`src/rtl/hazard_stall_controller.sv`:
```
// Pipeline sequencing controller for the five-stage MIPS datapath: decides each cycle
// which inter-stage latches advance, hold or take a bubble (load-use, branch, memory wait, halt).
module hazard_stall_controller #(
  parameter int unsigned MEM_TIMEOUT  = 15,
  parameter int unsigned DRAIN_CYCLES = 3,
  parameter int unsigned CNT_W        = 16
) (
  input  logic             clk,
  input  logic             reset,
  input  logic [4:0]       id_rs,
  input  logic [4:0]       id_rt,
  input  logic             id_uses_rs,
  input  logic             id_uses_rt,
  input  logic             ex_mem_read,
  input  logic [4:0]       ex_rt_rd,
  input  logic             ex_branch_taken,
  input  logic             mem_req,
  input  logic             mem_ready,
  input  logic             halt_req,
  output logic             pc_write,
  output logic             if_id_write,
  output logic             if_id_flush,
  output logic             id_ex_flush,
  output logic             ex_mem_write,
  output logic             mem_wb_bubble,
  output logic             halted,
  output logic             mem_error,
  output logic [1:0]       state,
  output logic [CNT_W-1:0] stall_count
);

  localparam int unsigned WAIT_W  = (MEM_TIMEOUT > 0) ? $clog2(MEM_TIMEOUT + 1) : 1;
  localparam int unsigned DRAIN_W = (DRAIN_CYCLES > 1) ? $clog2(DRAIN_CYCLES) : 1;
  localparam logic [WAIT_W-1:0]  WAIT_MAX   = WAIT_W'(MEM_TIMEOUT);
  localparam logic [DRAIN_W-1:0] DRAIN_LAST = DRAIN_W'(DRAIN_CYCLES - 1);

  typedef enum logic [1:0] {
    ST_RUN    = 2'b00,
    ST_DRAIN  = 2'b01,
    ST_HALTED = 2'b10,
    ST_UNUSED = 2'b11
  } state_e;

  state_e             state_q, state_d, cur_st;
  logic [WAIT_W-1:0]  wait_cnt_q, wait_cnt_d;
  logic [DRAIN_W-1:0] drain_cnt_q, drain_cnt_d;
  logic [CNT_W-1:0]   stall_count_q, stall_count_d;
  logic               mem_error_q, mem_error_d;

  logic load_use;
  logic mem_wait;
  logic timeout;
  logic freeze;

  // The unused encoding behaves exactly like RUN.
  always_comb begin
    case (state_q)
      ST_DRAIN:  cur_st = ST_DRAIN;
      ST_HALTED: cur_st = ST_HALTED;
      default:   cur_st = ST_RUN;
    endcase
  end

  assign load_use = ex_mem_read && (ex_rt_rd != 5'd0) &&
                    ((id_uses_rs && (id_rs == ex_rt_rd)) ||
                     (id_uses_rt && (id_rt == ex_rt_rd)));
  assign mem_wait = mem_req && !mem_ready;
  assign timeout  = (wait_cnt_q == WAIT_MAX);
  assign freeze   = mem_wait && !timeout;

  // NOTE: every output and next-state signal gets a default first so no path leaves one unassigned (no latches).
  always_comb begin
    pc_write      = 1'b1;
    if_id_write   = 1'b1;
    ex_mem_write  = 1'b1;
    if_id_flush   = 1'b0;
    id_ex_flush   = 1'b0;
    mem_wb_bubble = 1'b0;
    state_d       = cur_st;
    drain_cnt_d   = drain_cnt_q;
    wait_cnt_d    = '0;
    mem_error_d   = mem_error_q | (mem_wait & timeout);

    if (freeze) begin
      // Memory wait: hold everything upstream of MEM, push bubbles into WB.
      pc_write      = 1'b0;
      if_id_write   = 1'b0;
      ex_mem_write  = 1'b0;
      mem_wb_bubble = 1'b1;
      wait_cnt_d    = wait_cnt_q + 1'b1;
    end else begin
      case (cur_st)
        ST_DRAIN: begin
          pc_write    = ex_branch_taken;
          if_id_write = 1'b0;
          if_id_flush = ex_branch_taken;
          id_ex_flush = 1'b1;
          if (!halt_req) begin
            state_d = ST_RUN;
          end else if (drain_cnt_q == DRAIN_LAST) begin
            state_d = ST_HALTED;
          end else begin
            drain_cnt_d = drain_cnt_q + 1'b1;
          end
        end
        ST_HALTED: begin
          pc_write    = 1'b0;
          if_id_write = 1'b0;
          id_ex_flush = 1'b1;
          if (!halt_req) state_d = ST_RUN;
        end
        default: begin
          if (ex_branch_taken) begin
            if_id_flush = 1'b1;
            id_ex_flush = 1'b1;
          end else if (load_use) begin
            pc_write    = 1'b0;
            if_id_write = 1'b0;
            id_ex_flush = 1'b1;
          end
          if (halt_req) begin
            state_d     = ST_DRAIN;
            drain_cnt_d = '0;
          end
        end
      endcase
    end

    stall_count_d = stall_count_q;
    if (!pc_write && (cur_st != ST_HALTED) && !(&stall_count_q)) begin
      stall_count_d = stall_count_q + 1'b1;
    end

    // While reset is held every latch is written with its cleared value.
    if (reset) begin
      pc_write      = 1'b1;
      if_id_write   = 1'b1;
      ex_mem_write  = 1'b1;
      if_id_flush   = 1'b1;
      id_ex_flush   = 1'b1;
      mem_wb_bubble = 1'b1;
    end
  end

  // NOTE: sequential state uses non-blocking assignments only, so all flops update together at the edge.
  always_ff @(posedge clk) begin
    if (reset) begin
      state_q       <= ST_RUN;
      wait_cnt_q    <= '0;
      drain_cnt_q   <= '0;
      stall_count_q <= '0;
      mem_error_q   <= 1'b0;
    end else begin
      state_q       <= state_d;
      wait_cnt_q    <= wait_cnt_d;
      drain_cnt_q   <= drain_cnt_d;
      stall_count_q <= stall_count_d;
      mem_error_q   <= mem_error_d;
    end
  end

  assign state       = reset ? ST_RUN : cur_st;
  assign halted      = !reset && (cur_st == ST_HALTED);
  assign mem_error   = !reset && mem_error_q;
  assign stall_count = reset ? '0 : stall_count_q;

endmodule

```
`config.mk`:
```
export PLATFORM = sky130hd
export DESIGN_NAME = hazard_stall_controller
export DESIGN_NICKNAME = d
export VERILOG_FILES = /design/src/rtl/hazard_stall_controller.sv
export SDC_FILE = /design/constraint.sdc
export NUM_CORES = 1
export LEC_CHECK = 0
export ABC_AREA = 1
export CAP_MARGIN = 15
export CORE_MARGIN = 2
export CORE_UTILIZATION = 50
export DETAILED_ROUTE_END_ITERATION = 6
export DONT_BUFFER_PORTS = 1
export PLACE_DENSITY = 0.76
export SETUP_SLACK_MARGIN = 0.1
export SLEW_MARGIN = 20
export SYNTH_ARGS = -nofsm -noshare
export SYNTH_HDL_FRONTEND = slang
export SYNTH_SLANG_ARGS = --single-unit
```
`constraint.sdc`:
```
create_clock -name clk -period 1.66 [get_ports clk]
set_input_delay 0.166 -clock clk [delete_from_list [all_inputs] [get_ports clk]]
set_output_delay 0.166 -clock clk [all_outputs]
set_load 0.02 [all_outputs]
```
==> flow_summary.toml, run 1 <==
[outcome]
outcome = "complete, no violations"

[timing]
rsz0062_at_grt = "true"
fin_crit_ps = 1640
setup_viol = 0
setup_slack_ps = 20.6
fin_skew_ps = 11.9
holdWs_ps = 9.04
drv_slew = 0
slew_headroom = 0.592
max_freq_ghz = 0.610
max_slew.worst_pin.slew_ps = 611
timing.final.crit_share = 0.988
finalHoldViolations = 0

[detailed_routing]
wirelength_um = 4920
wl_per_cell_um = 12.6
viasPerCell = 5.10
dr.pass1.iters = 5
num_vias = 1994
antenna_left = 0
drt_iter0_markers = 136
drc_errors = 0

[clocking]
cts_tree = "yes"
clockBufferDepth = 2
cts_buffers = 3
cts_sinks = 25
cts_root_buf = "clkbuf_8"
cts_htree_levels = 1
path_clk_slew_ps = 90
clk_latency_ps = 280

[hold_path]
min_path_cells = 1
min_delay_worst_endpoint = "mem_error_q$_SDFF_PP0_"
hold_path.startpoint = "reset"
hold_path.class = "input port to flop"

[power_and_ir_drop]
irDropWorstVdd_mv = 0.318
finalPower_mw = 1.39
leakagePower_nw = 1.18
powerDensity_nw_per_um2 = 575

[final_layout]
fin_area_um2 = 2410
nets = 373
drive_gt1_frac = 0.242
area_delta_synth_final_pct = 26.9
final_common_cell = "nand2_1"
nFillCells = 330
diodes = 0
most-common-layout-cells = "nand2_1, inv_1, nor2_1"

[floorplanning]
die_area_um2 = 4310
rows = 22
io_pins = 50
die-height_um = 65.7
die_w_um = 65.7
start_util = 0.519
coreArea_um2 = 3660

[yosys]
postSynthCellCount = 322
syn_avg_cell_area_um2 = 5.90
synth_edf_count = 0
synth_cell_types = 32
synth_nets = 351
synth_warnings = 0
ys_seq_area_frac = 0.263
synth-main-ff-cell = "dfxtp_1"
synth_seq_cells = 25
synthArstFlopShare = 0
synth_area_um2 = 1900

[worst_setup_path]
r2r_start = "stall_count_q[0]$_SDFFE_PP0P_"
cp-end-kind = "flop"
crit_path_start_kind = "flop"
worst_r2r_endpoint = "stall_count_q[3]$_SDFFE_PP0P_"
r2r_cells = 13
path_class = "flop to flop"
regToRegSetupSlack_ps = 20
arrival_ps = 1790
cp_data_required_time_ps = 1810
crit_fanout = 5

[placement]
dpl-instance-area_um2 = 1960
place_congestion = 0.822
hpwl_um = 2940
numPortBuffers = 0
place_ws_ps = -27.2

[global_routing]
antenna_found_initial = 0
grt_start_max_net_pins = 29
grt_overflow_total = 0
grt_usage = 0.224
first_global_vias = 1850
grt_pass1_wl_um = 7710

[run]
maxCapViolations = 0
## Yosys cell counts (2+ instances only)
master,n,share of area
o22ai_1,2,0.0066
xnor2_1,2,0.0092
o21ai_0,2,0.0053
buf_4,3,0.012
inv_2,4,0.0079
nand3_1,24,0.063
nor3_1,3,0.0079
nor2_1,58,0.11
nand3_4,2,0.018
ha_1,5,0.033
a21oi_1,5,0.013
o311ai_0,2,0.0092
inv_1,65,0.13
nand2_1,80,0.16
nand2_2,2,0.0066
nor2_2,4,0.013
o31ai_1,2,0.0079
clkbuf_1,4,0.0079
dfxtp_1,25,0.26
nand4_1,15,0.049
buf_2,2,0.0053
## sequential cells by signal, indices dropped and copies added, names as in the netlist
name,cells
stall_count_q,16
state_q,2
wait_cnt_q,4
mem_error_q,1
drain_cnt_q,2
## stage by stage
stage	setup TNS, ps	util	instances
final	0	0.659	391
after global routing	-409	0.659	391
after CTS	0	0.605	381
after detailed placement	-27.2	0.537	365
after global placement	0	0.537	365
after floorplan	0	-	322
## worst max path at each step
stage | from | end | slack [ps] | cells past startpoint
global placement | stall_count_q[0]$_SDFFE_PP0P_ | stall_count_q[13]$_SDFFE_PP0P_ | 30 | 12
floorplan | wait_cnt_q[0]$_SDFF_PP0_ | stall_count_q[12]$_SDFFE_PP0P_ | 100 | 8
CTS | wait_cnt_q[0]$_SDFF_PP0_ | pc_write | 30 | 8
detailed placement | stall_count_q[0]$_SDFFE_PP0P_ | stall_count_q[13]$_SDFFE_PP0P_ | -30 | 12
finish | stall_count_q[0]$_SDFFE_PP0P_ | stall_count_q[3]$_SDFFE_PP0P_ | 20 | 13
global route | stall_count_q[0]$_SDFFE_PP0P_ | stall_count_q[13]$_SDFFE_PP0P_ | -70 | 11
## final cells by class
cell class,count,area (µm²),area share
clock buffers,4,45.0,0.0187
inverters,69,262,0.108
multi-input cells,217,1250,0.520
flip-flops and latches,25,508,0.211
well taps,48,60.1,0.0249
repair buffers,28,283,0.117
## what timing repair did
action | in CTS | in global routing
cloned | 0 | 1
setup endpoints to repair | 20 | 21
endpoints found under the hold margin | 11 | 0
hold buffers | 1 | 0
setup buffers | 11 | 9
pin swaps | 11 | 19
gates resized for setup | 33 | 24
## metal layers
layer	track usage	wire length, µm
met1	0.250	2060
met2	0.422	2510
met5	0	0
met4	0.0547	105
met3	0.0548	247
## worst max-delay path, stage by stage (launching register included)
cell and delay [ps]:
dfxtp_2 370, ha_4 150, nand2_4 50, inv_2 50
nand3b_1 110, nor2_2 160, nand3_4 150, buf_6 160
nand2_2 50, inv_2 40, nand3_2 70, nand2_1 50
nand2_1 60, nor2_1 40
## cells by family (layout without fill, tap and decap cells)
group,after synthesis,count (layout),synth area share
AND/OR/NAND/NOR,192,192,0.449
AO/OA/AOI/OAI,17,17,0.0658
buffers and inverters,80,101,0.175
adder cells (fa/ha/maj),5,5,0.0329
XOR/XNOR,3,3,0.0138
flip-flops,25,25,0.263
## power breakdown
group          internal, mW  switching (mW)
registers             0.621          0.0196
logic                 0.162           0.209
clock network         0.172           0.202
total                 0.955           0.431
(Power assumes the default switching activity.)
==> inputs of run 2 (changes only) <==
--- a/config.mk
+++ b/config.mk
@@ -5,14 +5,12 @@
 export SDC_FILE = /design/constraint.sdc
 export NUM_CORES = 1
 export LEC_CHECK = 0
-export ABC_AREA = 1
 export CAP_MARGIN = 15
 export CORE_MARGIN = 2
 export CORE_UTILIZATION = 50
 export DETAILED_ROUTE_END_ITERATION = 6
 export DONT_BUFFER_PORTS = 1
 export PLACE_DENSITY = 0.76
-export SETUP_SLACK_MARGIN = 0.1
 export SLEW_MARGIN = 20
 export SYNTH_ARGS = -nofsm -noshare
 export SYNTH_HDL_FRONTEND = slang
==> constraint.sdc (replaced) <==
create_clock -name clk -period 1.66 [get_ports clk]
set_input_delay 0.332 -clock clk [delete_from_list [all_inputs] [get_ports clk]]
set_output_delay 0.332 -clock clk [all_outputs]
set_load 0.02 [all_outputs]
==> flow_summary.toml, run 2 <==
[yosys]
netlist.area_leader.share = 0.315
synth_compound_area_frac = 0.165
syn_avg_cell_area_um2 = 7.83
synth_cell_types = 41
postSynthCellCount = 203
synth_nets = 232
ys_seq_area_frac = 0.315
synth_adder_area_share = 0.0394
synthArstFlopShare = 0
synth_edf_count = 0
synth-main-ff-cell = "dfxtp_1"
synth_seq_cells = 25
synth-simple-area-share = 0.309
synth_area_leaders = "dfxtp_1, xnor2_1, nor2b_1"
synth-xor-area-share = 0.0661
synth_warnings = 0
synth_top_cell_by_area = "dfxtp_1"
synthMuxAreaShare = 0.0425
synth_area_um2 = 1590
synth_top_family_by_area = "simple AND/OR/NAND/NOR gates"
yosys.cell_count.top_type = "dfxtp_1"
synth_common_cells = "dfxtp_1, nor2_1, nand2_1"

[placement]
numPortBuffers = 0
placed_cells = 282
place_congestion = 0.826
hpwl_um = 2890

[final_layout]
largest_register = "stall_count_q"
area.sequential_um2 = 508
largest_reg_flops = 16
top_regs = "stall_count_q x16, wait_cnt_q x4"
nets = 287
diodes = 0
nFillCells = 180
multi_input_area_um2 = 1330
most-common-layout-cells = "buf_4, dfxtp_1, nor2_1"
drive_gt1_frac = 0.486
final_common_cell = "buf_4"
final_cells = 301
area_delta_synth_final_pct = 57.3

[clocking]
cts_sinks = 25
cts_buffers = 3
cts_root_buf = "clkbuf_4"
clk_latency_ps = 330
clockBufferDepth = 2
cts_htree_levels = 1
cts_tree = "yes"
path_clk_slew_ps = 150

[detailed_routing]
viasPerCell = 5.67
drc_errors = 0
drt_iter0_markers = 106
antenna_left = 0
dr.pass1.iters = 4
wirelength_um = 5040
num_vias = 1707
wl_per_cell_um = 16.7

[timing]
setup_slack_ps = -279
max_freq_ghz = 0.516
finalHoldViolations = 0
drv_slew = 0
setup_viol = 23
max_slew.worst_pin.slew_ps = 546
slew_headroom = 0.635
holdWs_ps = 46.8
rsz0062_at_grt = "true"
fin_skew_ps = 5.57
fin_crit_ps = 1940
timing.final.crit_share = 1.17

[worst_setup_path]
regToRegSetupSlack_ps = -240
path_class = "flop to output port"
r2r_cells = 9
worst_r2r_endpoint = "stall_count_q[7]$_SDFFE_PP0P_"
r2r_start = "wait_cnt_q[0]$_SDFF_PP0_"
arrival_ps = 1610
crit_fanout = 6
crit_path_start_kind = "flop"
cp-end-kind = "output port"
crit_start = "wait_cnt_q[1]$_SDFF_PP0_"
cp_data_required_time_ps = 1330

[power_and_ir_drop]
pwr-share-comb = 0.260
p_sw_mw = 0.367
swShare = 0.297
powerDensity_nw_per_um2 = 494
clock_power_share = 0.236
irDropWorstVdd_mv = 0.330
internal_power_mw = 0.869
seqPwrFrac = 0.504
leakagePower_nw = 0.983
finalPower_mw = 1.24

[hold_path]
min_path_cells = 1
hold_path.startpoint = "reset"
min_delay_worst_endpoint = "stall_count_q[15]$_SDFFE_PP0P_"
hold_path.class = "input port to flop"

[run]
maxCapViolations = 0

[global_routing]
first_global_vias = 1725
grt_usage = 0.281
antenna_found_initial = 0
grt_overflow_total = 0
grt_start_max_net_pins = 43
grt_pass1_wl_um = 7760

[floorplanning]
coreArea_um2 = 3030
io_pins = 50
die-height_um = 60.4
rows = 20
die_w_um = 60.4
die_area_um2 = 3650
start_util = 0.525

[outcome]
outcome = "finished, violations left"
violations = "negative setup slack"
-- run 2: cell families (layout without fill, tap and decap cells) --
| kind of cell | count (synthesis) | count (layout) |
|---|---|---|
| DFF | 25 | 25 |
| AOI/OAI and AO/OA | 37 | 37 |
| adders and majority gates | 5 | 5 |
| buffers and inverters | 22 | 76 |
| muxes | 6 | 6 |
| xor gates and xnor gates | 12 | 12 |
| and+or+nand+nor | 96 | 96 |
-- run 2: worst max-delay path, stage by stage, from the launching register on --
cell and delay (ps):
dfxtp_2 380, ha_4 150, nand3_4 70, nand3b_1 160, buf_6 160, nor2_4 40
a31oi_2 140, buf_4 160
-- run 2: cell type report --
class                      instances  share of cell area
clock inverter                     1             0.00200
sequential                        25               0.203
tap                               44              0.0220
multi-input combinational        156               0.532
timing repair buffer              59               0.212
inverter                          13              0.0205
clock buffer                       3             0.00901
-- run 2: routing by layer --
layer	global-route usage	share of wire	up-vias
li1	-	-	818
met1	0.324	0.39	811
met2	0.517	0.53	64
met3	0.0426	0.051	14
met4	0.108	0.033	0
met5	0	0	-
-- run 2: how the worst max path moves through the flow --
stage                                         end  cells after the start
floorplan           stall_count_q[8]$_SDFFE_PP0P_                      5
global placement    stall_count_q[4]$_SDFFE_PP0P_                      8
detailed placement  stall_count_q[4]$_SDFFE_PP0P_                      7
CTS                                      pc_write                      6
global route                          id_ex_flush                      7
finish                                id_ex_flush                      7
-- run 2: power groups by stage --
stage	logic, mW	clock network (mW)	registers, mW
CTS	0.298	0.291	0.622
detailed placement	0.226	0	0.631
floorplan	0.169	0	0.632
finish	0.321	0.291	0.623
global placement	0.221	0	0.630
global route	0.347	0.319	0.624
-- run 2: timing repair --
item,CTS,global route
hold buffers,0,0
cloned,1,0
pin swaps,20,12
resized for setup,52,30
endpoints found under the setup margin,25,29
setup buffers,12,6
-- run 2: stage by stage --
stage	cell area, µm²	utilization	TNS [ps]	worst slack (ps)
floorplan	1650	-	-1510	-124
global placement	1980	0.654	-2540	-204
detailed placement	1980	0.654	-3200	-262
CTS	2350	0.776	-3010	-255
global route	2500	0.826	-5310	-349
finish	2500	0.826	-3770	-279
==> inputs of run 3 (changes only) <==
--- a/config.mk
+++ b/config.mk
@@ -5,6 +5,7 @@
 export SDC_FILE = /design/constraint.sdc
 export NUM_CORES = 1
 export LEC_CHECK = 0
+export ABC_AREA = 1
 export CAP_MARGIN = 15
 export CORE_MARGIN = 2
 export CORE_UTILIZATION = 50
==> flow_summary.toml, run 3 (same netlist as run 1, synthesis figures left out) <==
[clocking]
cts_tree = "yes"
cts_htree_levels = 1
clockBufferDepth = 2
cts_sinks = 25
cts_root_buf = "clkbuf_8"
path_clk_slew_ps = 90
cts_buffers = 3
clk_latency_ps = 270

[detailed_routing]
dr.pass1.iters = 4
wl_per_cell_um = 12.0
wirelength_um = 4630
viasPerCell = 5.06
drc_errors = 0
antenna_left = 0
drt_iter0_markers = 71
num_vias = 1955

[floorplanning]
die_w_um = 65.7
die_area_um2 = 4310
start_util = 0.519
die-height_um = 65.7
rows = 22
io_pins = 50
coreArea_um2 = 3660

[power_and_ir_drop]
seqPwrFrac = 0.469
pwr-share-comb = 0.261
p_sw_mw = 0.410
irDropWorstVdd_mv = 0.597
powerDensity_nw_per_um2 = 578
finalPower_mw = 1.35
swShare = 0.304
clock_power_share = 0.270
leakagePower_nw = 1.16
internal_power_mw = 0.938

[hold_path]
min_path_cells = 1
min_delay_worst_endpoint = "stall_count_q[5]$_SDFFE_PP0P_"
hold_path.startpoint = "reset"
hold_path.class = "input port to flop"

[placement]
numPortBuffers = 0
place_ws_ps = -23.7
dpl-instance-area_um2 = 2020
place_congestion = 0.799
hpwl_um = 3060

[global_routing]
grt_usage = 0.202
grt_start_max_net_pins = 34
antenna_found_initial = 0
grt_pass1_wl_um = 7080
grt_overflow_total = 0
first_global_vias = 1769

[timing]
drv_slew = 0
max_slew.worst_pin.slew_ps = 390
holdWs_ps = 126
rsz0062_at_grt = "true"
fin_skew_ps = 4.26
setup_viol = 21
fin_crit_ps = 1790
slew_headroom = 0.739
max_freq_ghz = 0.558
setup_slack_ps = -131
fin_setup_tns_ps = -2050
finalHoldViolations = 0
timing.final.crit_share = 1.08

[outcome]
outcome = "finished, violations left"
violations = "negative setup slack"

[worst_setup_path]
path_class = "flop to flop"
crit_fanout = 13
arrival_ps = 2010
crit_start = "wait_cnt_q[0]$_SDFF_PP0_"
regToRegSetupSlack_ps = -130
cp_data_required_time_ps = 1870
worstPathCellList = "ha_4 -> nand3_4 -> nand2_4 -> buf_6 -> buf_6 -> buf_6 -> a31oi_4 -> clkbuf_16 -> nand3_2 -> nand2_1 -> nand2_1 -> nor2_1"
r2r_cells = 12
slowest_stage = "dfxtp_2"
cpMostUsedCell = "buf_6"
r2r_start = "wait_cnt_q[0]$_SDFF_PP0_"
crit_path_start_kind = "flop"
crit_path_max_incr_delay_ps = 350
worst_r2r_endpoint = "stall_count_q[13]$_SDFFE_PP0P_"
cp-end-kind = "flop"

[final_layout]
fin_area_um2 = 2330
largest_reg_flops = 16
diodes = 0
most-common-layout-cells = "nand2_1, inv_1, nor2_1"
final_common_cell = "nand2_1"
top_regs = "stall_count_q x16, wait_cnt_q x4"
nets = 368
drive_gt1_frac = 0.183
largest_register = "stall_count_q"
area_delta_synth_final_pct = 22.7

[run]
maxCapViolations = 0
run 3: worst max path at each step:
stage                                                 to  slack, ps
final                     stall_count_q[13]$_SDFFE_PP0P_       -130
after global routing       stall_count_q[8]$_SDFFE_PP0P_       -200
after floorplan                              if_id_flush        -30
after global placement    stall_count_q[15]$_SDFFE_PP0P_         20
after detailed placement  stall_count_q[15]$_SDFFE_PP0P_        -20
after CTS                                       pc_write       -140
run 3: metal layers:
layer,share of wire,GRT usage,up-vias
li1,-,-,1023
met1,0.42,0.233,873
met2,0.52,0.388,53
met3,0.053,0.0394,6
met4,0.012,0.0260,0
met5,0,0,-
run 3: per-stage QoR:
| stage | instances | utilization |
|---|---|---|
| 6_report | 386 | 0.637 |
| 5_1_grt | 386 | 0.637 |
| 4_1_cts | 376 | 0.583 |
| 3_5_place_dp | 370 | 0.551 |
| 3_3_place_gp | 370 | 0.551 |
| 2_1_floorplan | 322 | - |
run 3: layout make-up:
type,instances,area [µm²]
Sequential cell,25,504
Timing Repair Buffer,22,249
Inverter,69,262
Clock inverter,1,5.00
Tap cell,48,60.1
Clock buffer,3,41.3
Multi-Input combinational cell,218,1210
Fill cell,347,1330
run 3: power by group through the flow:
stage / clock network [mW] / registers [mW] / logic, mW
finish: 0.364 / 0.632 / 0.352
global route: 0.397 / 0.634 / 0.386
CTS: 0.373 / 0.632 / 0.298
detailed placement: 0 / 0.644 / 0.279
global placement: 0 / 0.644 / 0.272
floorplan: 0 / 0.642 / 0.226
run 3: critical path: cells and delay by family, from the launching register on:
family	cells	cell delay (ps)
buffers and inverters	4	580
AND/OR/NAND/NOR	6	420
flip-flops	1	350
AO/OA/AOI/OAI	1	240
adder cells (fa/ha/maj)	1	170
run 3: timing repair:
action / in CTS / in global routing
hold buffers: 0 / 0
setup endpoints to repair: 11 / 24
buffers inserted: 2 / 7
pin swaps: 5 / 7
gates resized for setup: 13 / 18
cloned: 0 / 3
